--- config.mk ---
export PLATFORM = sky130hd
export DESIGN_NAME = dotprod_acc
export DESIGN_NICKNAME = d
export VERILOG_FILES = /design/src/rtl/dotprod_acc.sv
export SDC_FILE = /design/constraint.sdc
export NUM_CORES = 1
export LEC_CHECK = 0
export BUFFER_PORTS_ARGS = -buffer_cell sky130_fd_sc_hd__buf_2
export CELL_PAD_IN_SITES_DETAIL_PLACEMENT = 0
export CELL_PAD_IN_SITES_GLOBAL_PLACEMENT = 1
export CORE_ASPECT_RATIO = 1.5
export CORE_MARGIN = 5
export CORE_UTILIZATION = 40
export DETAILED_ROUTE_END_ITERATION = 12
export PLACE_DENSITY = 0.81
export SLEW_MARGIN = 20
export SYNTH_ARGS = -nofsm -noshare
export SYNTH_HDL_FRONTEND = slang
export SYNTH_SLANG_ARGS = --single-unit
--- constraint.sdc ---
create_clock -name clk -period 3.15 [get_ports clk]
set_clock_uncertainty 0.15 [all_clocks]
set_input_delay 0.1575 -clock clk [delete_from_list [all_inputs] [get_ports clk]]
set_output_delay 0.1575 -clock clk [all_outputs]
set_load 0.02 [all_outputs]
--- src/rtl/dotprod_acc.sv ---
// Streaming accumulator for chunked dot products: sums partial sums until in_last,
// then presents total, beat count and overflow flag. Define DOTPROD_ACC_SAT_EN to clamp instead of wrap.
module dotprod_acc #(
  parameter int N  = 8,
  parameter int DW = 16,
  parameter int IW = DW + $clog2(N),
  parameter int OW = 40,
  parameter int CW = 16
) (
  input  logic          clk,
  input  logic          nreset,
  input  logic          in_valid,
  output logic          in_ready,
  input  logic [IW-1:0] in_data,
  input  logic          in_last,
  output logic          out_valid,
  input  logic          out_ready,
  output logic [OW-1:0] out_data,
  output logic [CW-1:0] out_count,
  output logic          out_ovf
);

  typedef enum logic [1:0] {IDLE, ACC, DONE} state_t;

  state_t        state, state_nxt;
  logic [OW-1:0] acc_p0;
  logic [CW-1:0] count_p0;
  logic          ovf_p0;
  logic          accept;
  logic [OW-1:0] in_ext;
  logic [OW:0]   sum;

  // Returns {carry, result}; the result clamps to all ones on carry when saturation is enabled.
  function automatic logic [OW:0] acc_add(input logic [OW-1:0] a, input logic [OW-1:0] b);
    logic [OW:0] s;
    s = {1'b0, a} + {1'b0, b};
`ifdef DOTPROD_ACC_SAT_EN
    if (s[OW]) s[OW-1:0] = '1;
`endif
    return s;
  endfunction

  function automatic logic [CW-1:0] count_inc(input logic [CW-1:0] c);
    return (c == '1) ? c : c + CW'(1);
  endfunction

  assign in_ext = OW'(in_data);
  assign accept = in_valid && in_ready;
  assign sum    = acc_add(acc_p0, in_ext);

  always_comb begin
    state_nxt = state;
    in_ready  = 1'b1;
    out_valid = 1'b0;
    out_data  = '0;
    out_count = '0;
    out_ovf   = 1'b0;
    case (state)
      IDLE, ACC: begin
        if (in_valid) state_nxt = in_last ? DONE : ACC;
      end
      DONE: begin
        in_ready  = 1'b0;
        out_valid = 1'b1;
        out_data  = acc_p0;
        out_count = count_p0;
        out_ovf   = ovf_p0;
        if (out_ready) state_nxt = IDLE;
      end
      default: state_nxt = IDLE;
    endcase
  end

  // Accumulation stage: first beat of a vector loads, later beats add
  always_ff @(posedge clk) begin
    if (!nreset) begin
      state    <= IDLE;
      acc_p0   <= '0;
      count_p0 <= '0;
      ovf_p0   <= 1'b0;
    end else begin
      state <= state_nxt;
      if (accept) begin
        if (state == IDLE) begin
          acc_p0   <= in_ext;
          count_p0 <= CW'(1);
          ovf_p0   <= 1'b0;
        end else begin
          acc_p0   <= sum[OW-1:0];
          count_p0 <= count_inc(count_p0);
          ovf_p0   <= ovf_p0 | sum[OW];
        end
      end
    end
  end

endmodule

==> results.ini <==
[synthesis]
ys.flop_type=dfxtp_1
synth_nets=563
seq_area_frac_synth_pct=29.18
synthCells=518
ys_ff_latch=59
synth_top_area_share_pct=29.18
synth_top_area_cell=dfxtp_1
ys_warn_count=0
synthTopCellsByArea=dfxtp_1 29%, and2_1 8.5%, ha_1 6.2%
syn_area_um2=4048
postSynthAreaPerCell_um2=7.814
synth_edf_count=0
synth_cell_types=62
async_reset_ff_share_pct=0

[global_route]
grtUsageMet3_pct=3.955
grt_overflow=0
use_met2_pct=33.46
antenna_found_initial=0
grt_use_total_pct=18.48
grt_max_degree=43
grt_pass1_vias=3883
use_met1_pct=21.46
grt.busiest_layer=met2
grt_pass1_wl_um=18510

[placed_design]
hpwlAfterDp_um=8398
dp_cells=705
dpl_cell_area_um2=4581
io_buffers=82
dp_slack_ns=0.1630
gp_congestion=0.8420

[outcome]
outcome=finished, final reports clean

[job]
cap_viol_max_count=0

[clock_tree]
path_clk_slew_ns=0.05
htree_levels=3
clock_path_buffers=2
clock_sinks=59
cts_tree=done
cts_made_buffers=9
cts_resized=0
clock_latency_ns=0.33
cts_root_buf=clkbuf_16

[timing]
fin_crit_ns=2.935
final_max_slew_viol_count=0
tns_ns=0
setup_viol=0
hold_viol_final=0
fmax_mhz=340.7
worst_pin_slew_ns=0.7844
finalCritPeriodShare_pct=93.19
hold_ws_ns=0.01315
rsz0062_at_grt=no
setup_slack_ns=0.2145
slew_headroom_pct=47.58

[layout]
instances_no_fill=728
syn_to_final_growth_pct=24.14
fin_area_um2=5025
antennaDiodeCount=0
drive_above_1_share_pct=20.79
final_nets=651

[pwr]
pwr_density_cell_nw_per_um2=493.7
p_leak_nw=2.150
ir_worst_vdd_v=0.0002740

[floorplan]
dieHeight_um=133.2
fp.coreArea_um2=10020
io-pin-count=83
die_w_um=92.14
rows=45
dieArea_um2=12270
initial_core_util_pct=40.39

[routing]
drc=0
drt-initial-drc-count=204
firstDrtPassIters=4
ant_nets=0
via_per_inst=5.431
drt-total-wl_um=11130
wl_per_cell_um=15.28
vias=3954

[critical_path]
slowest_delay_ns=0.54
crit_fanout=13
critical_path_buf_inv_count=1
crit_type=flop to flop
path_cells=ha_1 > inv_1 > fa_1 > nor2b_1 > o31ai_1 > a21o_1 > a211oi_4 > o21ai_2 > or4_1 > a21oi_1
slowest_stage=or4_1
required_ns=3.24
crit_path_start_kind=flop
end_kind=flop
arrival_ns=3.02
path_delay_family=compound AO/OA/AOI/OAI gates

[worst_hold_path]
min_path_type=input port to flop

[worst min-delay path: stages]
cell and delay [ns]:
buf_2 0.09, o22ai_1 0.07, a21oi_1 0.13
[through the flow]
stage	utilization [%]	power [mW]
2_1_floorplan	-	1.119
3_3_place_gp	45.71	1.231
3_5_place_dp	45.71	1.238
4_1_cts	50.06	2.501
5_1_grt	50.14	2.584
6_report	50.14	2.481
[flip-flops by register name, indices dropped and copies added, names as in the netlist]
signal / flops
acc_p0: 40
count_p0: 16
ovf_p0: 1
state: 2
[cell type report]
type / instances / area, um^2
Inverter: 13 / 51.30
Sequential cell: 59 / 1181
Timing Repair Buffer: 99 / 553.0
Tap cell: 117 / 146.4
Clock buffer: 12 / 256.5
Clock inverter: 4 / 120.1
Multi-Input combinational cell: 424 / 2716
Fill cell: 1016 / 4997
[synth_stat cells (5+ instances only)]
cell / number
dfxtp_1: 59
and2_1: 55
nand2_1: 54
nor2_1: 52
a21oi_1: 37
o21ai_0: 23
ha_1: 20
clkbuf_1: 19
xnor2_1: 19
nand3_1: 18
xor2_1: 18
o211ai_1: 12
inv_1: 11
nand4_1: 9
nor2b_1: 8
o21a_1: 8
a31oi_1: 6
and3_1: 6
or3_1: 6
or4_1: 6
a211oi_1: 5
nand2b_1: 5
nor3_1: 5
[routing by layer]
layer	up-vias	part of all wire (%)	routed length [um]
met4	0	1.5	169
met5	-	0	0
met1	1844	42	4683
li1	2006	-	-
met3	14	4.4	485
met2	90	52	5787
[path summary, 6_finish.rpt]
| check | endpoint | start | slack, ns | depth (start not counted) |
|---|---|---|---|---|
| max reg2reg | acc_p0[32] | acc_p0[0] | 0.21 | 10 |
| max | acc_p0[32] | acc_p0[0] | 0.21 | 10 |
| min | acc_p0[0] | in_data[0] | 0.01 | 3 |
| min reg2reg | ovf_p0 | ovf_p0 | 0.30 | 1 |
[repair_timing]
| item | CTS | global route |
|---|---|---|
| setup endpoints to repair | 0 | 1 |
| hold buffers | 6 | 0 |
| buffers inserted | 0 | 1 |
| hold endpoints to repair | 6 | 0 |
[logic make-up (layout without fill, tap and decap cells)]
group                    after synthesis  count (layout)  synth area share, %
AND/OR/NAND/NOR                      239             239                30.85
buffers and inverters                 35             128                3.709
flip-flops                            59              59                29.18
adder cells (fa/ha/maj)               21              21                6.677
multiplexers                           3               3               0.7419
XOR/XNOR                              37              37                8.006
AO/OA/AOI/OAI                        124             124                20.84
[power by group]
group	internal, mW	switching [mW]	leakage (nW)
clock	0.896	0.354	0.183
sequential	0.774	0.0220	0.480
combinational	0.173	0.260	1.49
[cells in the final DEF, fill, tap and decap left out, types with 3 or more instances in the layout]
| master | netlist | final |
|---|---|---|
| o21a_1 | 8 | 8 |
| nand4_1 | 9 | 9 |
| a31oi_1 | 6 | 6 |
| and2_1 | 55 | 55 |
| a211oi_1 | 5 | 5 |
| ha_1 | 20 | 20 |
| o211ai_1 | 12 | 12 |
| a21o_1 | 3 | 3 |
| or2_2 | 4 | 4 |
| and3_1 | 6 | 6 |
| clkbuf_16 | 0 | 9 |
| inv_1 | 11 | 11 |
| a221oi_1 | 4 | 4 |
| bufinv_16 | 0 | 4 |
| a21oi_1 | 37 | 37 |
| nand2b_1 | 5 | 5 |
| mux2i_1 | 3 | 3 |
| o21ai_0 | 23 | 23 |
| xor2_1 | 18 | 18 |
| xnor2_1 | 19 | 19 |
| dlygate4sd3_1 | 0 | 6 |
| buf_4 | 0 | 11 |
| nor2b_1 | 8 | 8 |
| nand2_1 | 54 | 54 |
| dfxtp_1 | 59 | 59 |
| nand3_1 | 18 | 18 |
| nor2_1 | 52 | 52 |
| nor3_1 | 5 | 5 |
| or4_1 | 6 | 6 |
| buf_2 | 1 | 82 |
| or3_1 | 6 | 6 |
No activity file was read; power rests on OpenSTA's default activity.
